**src/rtl/nibble_add_sequencer_pkg.sv**
```systemverilog
// Shared definitions for the nibble add sequencer: nibble width, FSM encoding
// and the nibble data type.
package adder_seq_pkg;

   localparam int NIB_W = 4;

   typedef enum logic [1:0] {
      IDLE = 2'd0,
      LOAD = 2'd1,
      ADD  = 2'd2,
      DONE = 2'd3
   } seq_state_t;

   typedef logic [NIB_W-1:0] nibble_t;

endpackage

```
**src/rtl/nibble_add_sequencer.sv**
```systemverilog
// Feeds operand nibbles LSB-first through an external 4-bit adder, chaining the
// carry between passes and assembling the wide sum plus final carry-out.
module nibble_add_sequencer
   import adder_seq_pkg::*;
#(
   parameter int NIBBLES = 4
) (
   input  logic                       clk,
   input  logic                       rst,
   input  logic                       start_i,
   input  logic                       cin_i,
   input  logic [NIB_W-1:0]           a_nib_i,
   input  logic [NIB_W-1:0]           b_nib_i,
   input  logic                       nib_valid_i,
   output logic                       nib_ready_o,
   output logic [NIB_W-1:0]           fa_a_o,
   output logic [NIB_W-1:0]           fa_b_o,
   output logic                       fa_cin_o,
   input  logic [NIB_W-1:0]           fa_sum_i,
   input  logic                       fa_cout_i,
   output logic [NIB_W*NIBBLES-1:0]   result_o,
   output logic                       carry_o,
   output logic                       busy_o,
   output logic                       done_o
);

   localparam int               CNT_W    = $clog2(NIBBLES) + 1;
   localparam logic [CNT_W-1:0] LAST_CNT = CNT_W'(NIBBLES - 1);

   seq_state_t                r_state;
   seq_state_t                w_next_state;
   nibble_t                   r_a;
   nibble_t                   r_b;
   logic                      r_carry;
   logic [CNT_W-1:0]          r_count;
   logic [NIB_W*NIBBLES-1:0]  r_result;

   // State, nibble counter, operand latches, running carry and result assembly.
   always_ff @(posedge clk or posedge rst) begin
      if (rst) begin
         r_state  <= IDLE;
         r_a      <= '0;
         r_b      <= '0;
         r_carry  <= 1'b0;
         r_count  <= '0;
         r_result <= '0;
      end else begin
         r_state <= w_next_state;
         case (r_state)
            IDLE: begin
               if (start_i) begin
                  r_carry  <= cin_i;
                  r_count  <= '0;
                  r_result <= '0;
               end
            end
            LOAD: begin
               if (nib_valid_i) begin
                  r_a <= a_nib_i;
                  r_b <= b_nib_i;
               end
            end
            ADD: begin
               // The adder settles within the cycle, so its sum lands in slot r_count.
               for (int k = 0; k < NIBBLES; k++) begin
                  if (r_count == CNT_W'(k)) begin
                     r_result[NIB_W*k +: NIB_W] <= fa_sum_i;
                  end
               end
               r_carry <= fa_cout_i;
               r_count <= r_count + CNT_W'(1);
            end
            default: begin
            end
         endcase
      end
   end

   // Next-state decode and output drive; adder inputs are zero outside ADD.
   always_comb begin
      w_next_state = r_state;
      nib_ready_o  = 1'b0;
      fa_a_o       = '0;
      fa_b_o       = '0;
      fa_cin_o     = 1'b0;
      done_o       = 1'b0;
      busy_o       = 1'b1;
      case (r_state)
         IDLE: begin
            busy_o = 1'b0;
            if (start_i) begin
               w_next_state = LOAD;
            end else begin
               w_next_state = IDLE;
            end
         end
         LOAD: begin
            nib_ready_o = 1'b1;
            if (nib_valid_i) begin
               w_next_state = ADD;
            end else begin
               w_next_state = LOAD;
            end
         end
         ADD: begin
            fa_a_o   = r_a;
            fa_b_o   = r_b;
            fa_cin_o = r_carry;
            if (r_count == LAST_CNT) begin
               w_next_state = DONE;
            end else begin
               w_next_state = LOAD;
            end
         end
         DONE: begin
            done_o       = 1'b1;
            w_next_state = IDLE;
         end
         default: begin
            w_next_state = IDLE;
         end
      endcase
   end

   assign result_o = r_result;
   assign carry_o  = r_carry;

endmodule
```
**config.mk**
```make
export PLATFORM = sky130hd
export DESIGN_NAME = nibble_add_sequencer
export DESIGN_NICKNAME = d
export VERILOG_FILES = /design/src/rtl/nibble_add_sequencer_pkg.sv /design/src/rtl/nibble_add_sequencer.sv
export SDC_FILE = /design/constraint.sdc
export NUM_CORES = 1
export LEC_CHECK = 0
export CAP_MARGIN = 20
export CORE_ASPECT_RATIO = 0.9
export CORE_MARGIN = 2
export CORE_UTILIZATION = 67
export CTS_BUF_LIST = sky130_fd_sc_hd__clkbuf_4
export CTS_CLUSTER_DIAMETER = 150
export DETAILED_ROUTE_END_ITERATION = 8
export DONT_BUFFER_PORTS = 1
export GPL_TIMING_DRIVEN = 0
export PLACE_DENSITY = 0.83
export SLEW_MARGIN = 20
export SYNTH_ARGS = -nofsm -noshare
export SYNTH_HDL_FRONTEND = slang
export SYNTH_SLANG_ARGS = --single-unit
```
**constraint.sdc**
```tcl
create_clock -name clk -period 2.7 [get_ports clk]
set_input_delay 0.405 -clock clk [delete_from_list [all_inputs] [get_ports clk]]
set_output_delay 0.405 -clock clk [all_outputs]
set_load 0.1 [all_outputs]
```
==> results of run 1 <==
cells in the mapped netlist (2+ instances only):
cell type  instances  area [um^2]
a21o_1             3         22.5
a22o_1             9         78.8
and2_1            10         62.6
buf_6              2         22.5
dfrtp_1           30          751
ha_1               5         62.6
inv_1              5         18.8
mux2_4             8          120
nand2_1            6         22.5
nand2b_1           3         18.8
nand3b_1           3         22.5
o21ai_0            4         20.0
o2bb2ai_1         12          105
logic make-up (layout without fill, tap and decap cells):
logic type | Yosys count | count (layout) | share of synthesized area [%]
fa+ha+maj | 5 | 5 | 4.34
compound gates | 31 | 31 | 17.5
flops | 30 | 30 | 52.0
mux | 8 | 8 | 8.33
buf+inv | 9 | 16 | 3.47
simple gates | 28 | 28 | 14.3
sequential cells by signal, summed over array words and instances (netlist names):
register  count
r_state       2
r_b           4
result_o     16
r_a           4
carry_o       1
r_count       3
stage by stage:
stage,area (um^2),worst slack [ns],total power (uW)
after floorplan,1440,0.497,1580
after global placement,1470,0.477,1650
after detailed placement,1470,0.478,1680
after CTS,1530,0.125,1940
after global routing,1530,0.0712,2020
final,1530,0.135,1920
power by group:
part           switching [uW]  total [uW]  internal, uW
Clock                     136         254           118
Combinational             561         815           254
Sequential                294         852           558
worst max path at each step:
stage	start	to	slack, ns	cells after the start
6_report	carry_o	fa_cin_o	0.13	1
5_1_grt	r_state[0]	fa_a_o[3]	0.07	4
4_1_cts	carry_o	fa_cin_o	0.12	1
3_5_place_dp	carry_o	fa_cin_o	0.48	1
3_3_place_gp	carry_o	fa_cin_o	0.48	1
2_1_floorplan	carry_o	fa_cin_o	0.50	1
cell usage in the layout, fill, tap and decap left out:
| master | count |
|---|---|
| nand2_1 | 6 |
| mux2_4 | 8 |
| a221o_1 | 1 |
| nand2b_4 | 1 |
| clkbuf_4 | 7 |
| buf_2 | 1 |
| and2_1 | 10 |
| o21bai_2 | 1 |
| ha_1 | 5 |
| nor2b_1 | 1 |
| nand2b_1 | 3 |
| a22o_1 | 9 |
| nor2b_4 | 1 |
| buf_6 | 2 |
| a21o_1 | 3 |
| o21ai_0 | 4 |
| inv_1 | 4 |
| nand3b_4 | 1 |
| dfrtp_1 | 30 |
| nand2_8 | 1 |
| nand3b_1 | 3 |
| a21oi_1 | 1 |
| o2bb2ai_1 | 12 |
| inv_2 | 2 |
| or2_2 | 1 |
final cells by class:
type	count	area, um^2
multi-input combinational	72	642
buffer	3	27.5
clock buffer	7	52.6
sequential	30	751
inverter	6	22.5
fill	132	444
tap	25	31.3
layer usage:
metal / wire (um) / vias up
met5: 0 / -
met4: 65 / 0
met3: 205 / 6
met2: 1220 / 42
met1: 1140 / 424
li1: - / 412
==> impl_results.md, run 1 <==
* Worst vdd ir at 0.770 mV
* Starting Density at 73.2%
* Detailed-route wire length at between 2000 and 3000 um
* Synth Instances at 111
* Total of max-cap violations at 0
* Hold Violations, Final at 0
* CP Cell Sequence: and2_1
* Global-route wire length before repair at about 4100 um
* CTS tree: yes
* Dpl hpwl at about 2000 um
* Endpoints failing setup at 0
* Post-CTS setup buffers at 0
* RSZ-0062 raised after global routing: false
* Hold_buf cts at 0
* R2r setup slk at ~1.1 ns
* Slowest cell on the critical path: dfrtp_1
* Final Max Tran Viols at 0
* Layout cells sized above 1 at roughly 22%
* Routed Antenna Nets at 0
* Fin crit share at between 90% and 100%
* Clock buffer depth at 2
* # diodes at 0
* EDFF count, synth at 0
* Main synth FF type: dfrtp_1
* H-tree Lvls at 2
* Final net count at 141
* Total congestion overflow at 0
* Post-cts sizing count at 0
* Via count at between 800 and 900
* DRT Pass-1 Iters at 4
* Met3 Usage GRT at 10.0%
* Wire per inst at between 15 and 20 um
* Syn avg cell area at 13.0 um^2
* Leakage power total at approximately 0.00073 uW
* Share of synthesized registers carrying an async set or reset at 100%
* Synth Cell Area at approximately 1400 um^2
* Setup_tns at 0 ns
* Met2 usage at ~35%
* Core area at slightly below 2000 um^2
* CP required at 2.30 ns
* Setup crit end kind: output pin
* Post-Route Utilization at between 70% and 80%
* CP max FO at 4
* WS Path Type: flop to output pin
* CTS sink cnt at 30
* CP peak stage delay at between 0.9 and 1 ns
* Yosys warnings at 0
* Number of antenna violations at the first check in global routing at 0
* Slew of the pin with the lowest slew margin at around 0.97 ns
* Slew headroom at between 30% and 40%
* CP delay by family, top: flip-flops
* Total global-route track usage at 24.1%
* Chip Width at approximately 53 um
* R2R Path Start: r_state[1]
* Clock transition at path regs at roughly 0.080 ns
* Critical R2R Capture: r_b[2]
* Unique masters post-synth at 24
* Non-filler cells, final at ~140
* Pin count of the biggest net entering global routing at 31
* Hold Crit Class: input port to asynchronous set/reset pin
* Mean number of vias per cell at 6.18
* Hold_ws at roughly 0.042 ns
* Flops & latches, synth at 30
* Clock Skew at 0.00293 ns
* Vias in the first global route at ~870
* Synthesized net count at between 100 and 150
* Row count at 15
* Number of port buffers at 0
* Met1 usage at a little under a third
* P&R area growth vs syn at 5.81%
* Period minus WS final at between 2 and 3 ns
* Fmax at between 300 and 400 MHz
* Status: finished clean
* I/O Pins at 47
* Register area share after synthesis at 52.0%
* Number of DRC markers in iteration 0 at 12
* FF-to-FF path depth at 4
* Worst setup SP type: flop
* Critical Path AT at 2.16 ns
* Pwr/cell area at 1260 nW/um^2
* Routability cong. at about 0.70
* Clock Tree Root: clkbuf_4
* Die area at roughly 2500 um^2
* Placed cells at approximately 140
* Die height at slightly below 50 um
* GRT Max-Usage Layer: met2
* Worst skew pair latency at around 0.31 ns
* DRC viols at 0
* CTS buffer count at 5
* Crit path buf inv count at 0
Note: power is estimated with default switching activity, not from simulation.
==> run 2: changes to the inputs <==
--- a/config.mk
+++ b/config.mk
@@ -5,14 +5,15 @@
 export SDC_FILE = /design/constraint.sdc
 export NUM_CORES = 1
 export LEC_CHECK = 0
+export ABC_AREA = 1
 export CAP_MARGIN = 20
-export CORE_ASPECT_RATIO = 0.9
 export CORE_MARGIN = 2
 export CORE_UTILIZATION = 67
 export CTS_BUF_LIST = sky130_fd_sc_hd__clkbuf_4
 export CTS_CLUSTER_DIAMETER = 150
 export DETAILED_ROUTE_END_ITERATION = 8
 export DONT_BUFFER_PORTS = 1
+export GPL_ROUTABILITY_DRIVEN = 0
 export GPL_TIMING_DRIVEN = 0
 export PLACE_DENSITY = 0.83
 export SLEW_MARGIN = 20
==> impl_results.md, run 2 <==
* Hold Crit Class: input port to asynchronous set/reset pin
* Via count at ~1200
* DRC viols at 0
* Die height at 50.4 um
* Starting Density at between 70% and 80%
* Synth Instances at ~180
* Critical R2R Capture: r_a[3]
* # fillers at around 150
* Chip Width at about 50 um
* Syn avg cell area at ~8 um^2
* DRT Pass-1 Iters at 4
* CTS sink cnt at 30
* Clock Tree Root: clkbuf_4
* Total global-route track usage at about 25%
* Flops & latches, synth at 30
* Final Max Tran Viols at 0
* Hold_buf cts at 0
* Cell depth of the worst setup path at 4
* Synthesized net count at a little over 200
* Slew of the pin with the lowest slew margin at roughly 1.1 ns
* Global-route wire length before repair at about 4800 um
* I/O Pins at 47
* Worst setup SP type: flop
* Die area at ~2500 um^2
* Synth top area cells: dfrtp_1 52%, nand2_1 17%, nand3_1 8.3%
* CP max FO at 10
* CP required at approximately 2.3 ns
* Number of port buffers at 0
* Post-cts sizing count at 0
* Synth top area share at 52.1%
* Dpl hpwl at between 2000 and 2500 um
* Number of DRC markers in iteration 0 at 27
* Register area share after synthesis at between 50% and 60%
* Max reg flops at 16
* CTS buffer count at 5
* CTS tree: yes
* # diodes at 0
* Cell type with the largest total area after synthesis: dfrtp_1
* Total of max-cap violations at 0
* Yosys warnings at 0
* Period minus WS final at 2.54 ns
* FF-to-FF path depth at 6
* Pin count of the biggest net entering global routing at 31
* Endpoints failing setup at 0
* Routed Antenna Nets at 0
* Slowest cell on the critical path: nor2_2
* Mean number of vias per cell at 5.31
* Setup crit end kind: output pin
* R2R Path Start: r_state[1]
* Fmax at a little under 400 MHz
* Row count at 16
* Post-CTS setup buffers at 0
* Synth Cell Area at around 1400 um^2
* CP delay by family, top: simple AND/OR/NAND/NOR gates
* Vias in the first global route at roughly 1100
* Wire per inst at around 13 um
* Hold Violations, Final at 0
* Main synth FF type: dfrtp_1
* RSZ-0062 raised after global routing: false
* Number of antenna violations at the first check in global routing at 0
* R2r setup slk at 1.02 ns
* P&R area growth vs syn at 7.99%
* Commonest non-fill, non-tap cell in the layout: nand2_1
* Fin crit share at around 94%
* Critical Path AT at around 2.1 ns
* CP peak stage delay at ~0.81 ns
* Commonest cells in the netlist: 67 x nand2_1, 30 x dfrtp_1, 24 x inv_1, 24 x nand3_1, 16 x nor2_1
* Core area at around 2000 um^2
* Detailed-route wire length at 2900 um
* Highest-count cells in the layout ignoring fill and taps: 67 x nand2_1, 30 x dfrtp_1, 24 x nand3_1
* Unique masters post-synth at 16
* Worst skew pair latency at around 0.32 ns
* Status: finished clean
* Placed cells at around 210
* Clock Skew at between 0.008 and 0.009 ns
* Non-filler cells, final at around 220
* Crit path buf inv count at 2
* Layout cells sized above 1 at between 10 and 15%
* Clock buffer depth at 2
* WS Path Type: flop to output pin
* Total congestion overflow at 0
* EDFF count, synth at 0
* Top-count cell post-synth: nand2_1
* Setup_tns at 0 ns
* H-tree Lvls at 2
* Clock transition at path regs at 0.09 ns
* CP Cell Sequence: inv_1 > nand2_1 > buf_4 > nor2_2
* Share of synthesized registers carrying an async set or reset at 100%
* Final net count at 212
* Slew headroom at between 20 and 30%
[run 2: cell count changes in the layout (fill, tap and decap cells not counted), sizes merged, moves of 9 or more]
cell | before | now
a22o | 9 | 0
nand3 | 0 | 25
nand2 | 7 | 71
o2bb2ai | 12 | 0
nor2 | 0 | 17
inv | 6 | 25
and2 | 10 | 0
[run 2: how the worst max path moves through the flow]
stage	slack, ns	end	start
2_1_floorplan	0.19	fa_a_o[0]	r_state[0]
3_3_place_gp	0.08	fa_a_o[1]	r_state[0]
3_5_place_dp	0.38	fa_cin_o	carry_o
4_1_cts	0.02	fa_cin_o	carry_o
5_1_grt	0.01	fa_a_o[2]	r_state[0]
6_report	0.16	fa_a_o[1]	r_state[0]
[run 2: final cells by class]
class | count | area (um^2) | area share (%)
flip-flops and latches | 30 | 751 | 48.3
multi-input cells | 123 | 596 | 38.3
inverters | 25 | 93.8 | 6.03
clock buffers | 5 | 37.5 | 2.41
well taps | 27 | 33.8 | 2.17
plain buffers | 4 | 27.5 | 1.77
clock inverters | 3 | 16.3 | 1.05
[run 2: worst register-to-register path, cell delays in order, from the launching register on]
cell and delay, ns:
dfrtp_1 0.41, inv_1 0.17, nand2_1 0.13, inv_2 0.46, nand2_2 0.24, nand2_1 0.12
nand2_1 0.05
[run 2: cells by family after synthesis]
logic type,synth area share [%]
flops,52.1
buf+inv,8.43
fa+ha+maj,4.34
simple gates,33.2
compound gates,1.91
[run 2: layer usage]
metal	vias to the layer above	wire length (um)	track usage, %
li1	570	-	-
met1	532	1240	30.0
met2	51	1410	43.4
met3	0	252	9.82
met4	0	0	5.41
met5	-	0	0
[run 2: metrics by stage]
stage | worst slack (ns) | hold slack [ns] | instance area [um^2] | util [%]
final | 0.160 | 0.0211 | 1560 | 77.7
after global routing | 0.0146 | 0.0587 | 1560 | 77.7
after CTS | 0.0161 | 0.212 | 1550 | 77.4
after detailed placement | 0.385 | 0.459 | 1500 | 74.8
after global placement | 0.0815 | 0.453 | 1480 | 73.8
after floorplan | 0.189 | 0.442 | 1440 | -
Power of run 2 is left out: the tool's default activity adds up to more than one toggle a clock period on the data nets, which glitch-free logic cannot reach.
==> run 3: changes to the inputs <==
--- a/config.mk
+++ b/config.mk
@@ -5,7 +5,6 @@
 export SDC_FILE = /design/constraint.sdc
 export NUM_CORES = 1
 export LEC_CHECK = 0
-export ABC_AREA = 1
 export CAP_MARGIN = 20
 export CORE_MARGIN = 2
 export CORE_UTILIZATION = 67
==> impl_results.md, run 3 (synthesis gave the netlist of run 1 again) <==
* Status: finished clean
* Post-cts sizing count at 0
* Global-route wire length before repair at 4590 um
* Clock transition at path regs at ~0.10 ns
* Setup crit end kind: output pin
* Die height at approximately 50 um
* Number of DRC markers in iteration 0 at 11
* Leakage power total at 0.000732 uW
* Commonest non-fill, non-tap cell in the layout: dfrtp_1
* Fmax at slightly below 400 MHz
* Die area at roughly 2500 um^2
* RSZ-0062 raised after global routing: false
* Pwr/cell area at ~1300 nW/um^2
* Placed cells at 138
* WS Path Type: flop to output pin
* Clock Tree Root: clkbuf_4
* Crit path buf inv count at 0
* Total congestion overflow at 0
* Pin count of the biggest net entering global routing at 31
* Via count at between 900 and 1000
* CP max FO at 4
* P&R area growth vs syn at 6.07%
* Worst setup SP type: flop
* Clock Skew at 0.0168 ns
* Max reg flops at 16
* Design area at ~1500 um^2
* Total global-route track usage at approximately 25%
* Total of max-cap violations at 0
* Critical Path AT at ~2.2 ns
* Row count at 16
* Worst skew pair latency at 0.33 ns
* Pre-CTS WS at between 0.4 and 0.5 ns
* Final net count at about 140
* Period minus WS final at about 2.6 ns
* Vias in the first global route at slightly below 1000
* Hold Violations, Final at 0
* Dpl hpwl at slightly below 2000 um
* Number of port buffers at 0
* Layout cells sized above 1 at a little over a fifth
* Final Max Tran Viols at 0
* Cell Area, Placed at 1480 um^2
* Worst vdd ir at 0.975 mV
* Setup_tns at 0 ns
* Mean number of vias per cell at about 6.2
* Fin crit share at a little over nine tenths
* CTS sink cnt at 30
* CP delay by family, top: flip-flops
* Non-filler cells, final at ~150
* # diodes at 0
* Detailed-route wire length at approximately 2700 um
* I/O Pins at 47
* CTS buffer count at 5
* Hold_buf cts at 0
* R2r setup slk at about 1.1 ns
* Slew headroom at approximately 34%
* CTS tree: yes
* DRC viols at 0
* CP required at 2.30 ns
* Chip Width at between 50 and 60 um
* Starting Density at a little over 70%
* Hold Crit Class: input port to asynchronous set/reset pin
* DRT Pass-1 Iters at 4
* Wire per inst at about 19 um
* Core area at 2000 um^2
* Slew of the pin with the lowest slew margin at approximately 1 ns
* CP Cell Sequence: and2_1
* Routed Antenna Nets at 0
* PnR worst setup slack at 0.112 ns
* Clock buffer depth at 2
* Post-Route Utilization at between 70% and 80%
* Slowest cell on the critical path: dfrtp_1
* Endpoints failing setup at 0
* Post-CTS setup buffers at 0
* H-tree Lvls at 2
* Highest-count cells in the layout ignoring fill and taps: 30 x dfrtp_1, 12 x o2bb2ai_1, 10 x and2_1
* Number of antenna violations at the first check in global routing at 0
* CP peak stage delay at approximately 0.97 ns
## run 3: worst reg2reg max path, stage by stage, from the launching register on
cell and delay, ns:
dfrtp_1 0.46, nand2b_4 0.18, inv_2 0.40, nand2_8 0.16, mux2_4 0.32
## run 3: routing by layer
| metal | GRT usage, % | vias to the layer above | routed length (um) |
|---|---|---|---|
| li1 | - | 412 | - |
| met1 | 31.9 | 449 | 1130 |
| met2 | 37.3 | 42 | 1290 |
| met3 | 9.52 | 7 | 249 |
| met4 | 13.1 | 0 | 48 |
| met5 | 0 | - | 0 |
## run 3: cell type report
type                       instances  area (um^2)
buffer                             3         27.5
clock inverter                     2         8.76
fill                             149          472
sequential                        30          751
multi-input combinational         72          642
tap                               27         33.8
inverter                           6         22.5
clock buffer                       6         45.0
## run 3: path summary, 6_finish.rpt
check / from / to / depth (start not counted)
worst max register to register: r_state[1] / r_a[2] / 4
worst max-delay path: carry_o / fa_cin_o / 1
max in group asynchronous: rst / r_b[1] / 1
worst min register to register: r_b[2] / r_b[2] / 1
min in group clk: nib_valid_i / r_state[0] / 1
worst min-delay path: rst / result_o[3] / 1
## run 3: metrics by stage
stage	hold WS (ns)	power (uW)
floorplan	0.473	1580
CTS	0.192	1940
finish	0.0142	1930
global route	0.0470	2020
global placement	0.486	1650
detailed placement	0.489	1680
## run 3: report_power, final
group / switching [uW] / internal, uW / leakage, uW
clock network: 145 / 108 / 0.0000331
logic: 566 / 256 / 0.000304
registers: 296 / 558 / 0.000395
total: 1010 / 921 / 0.000732
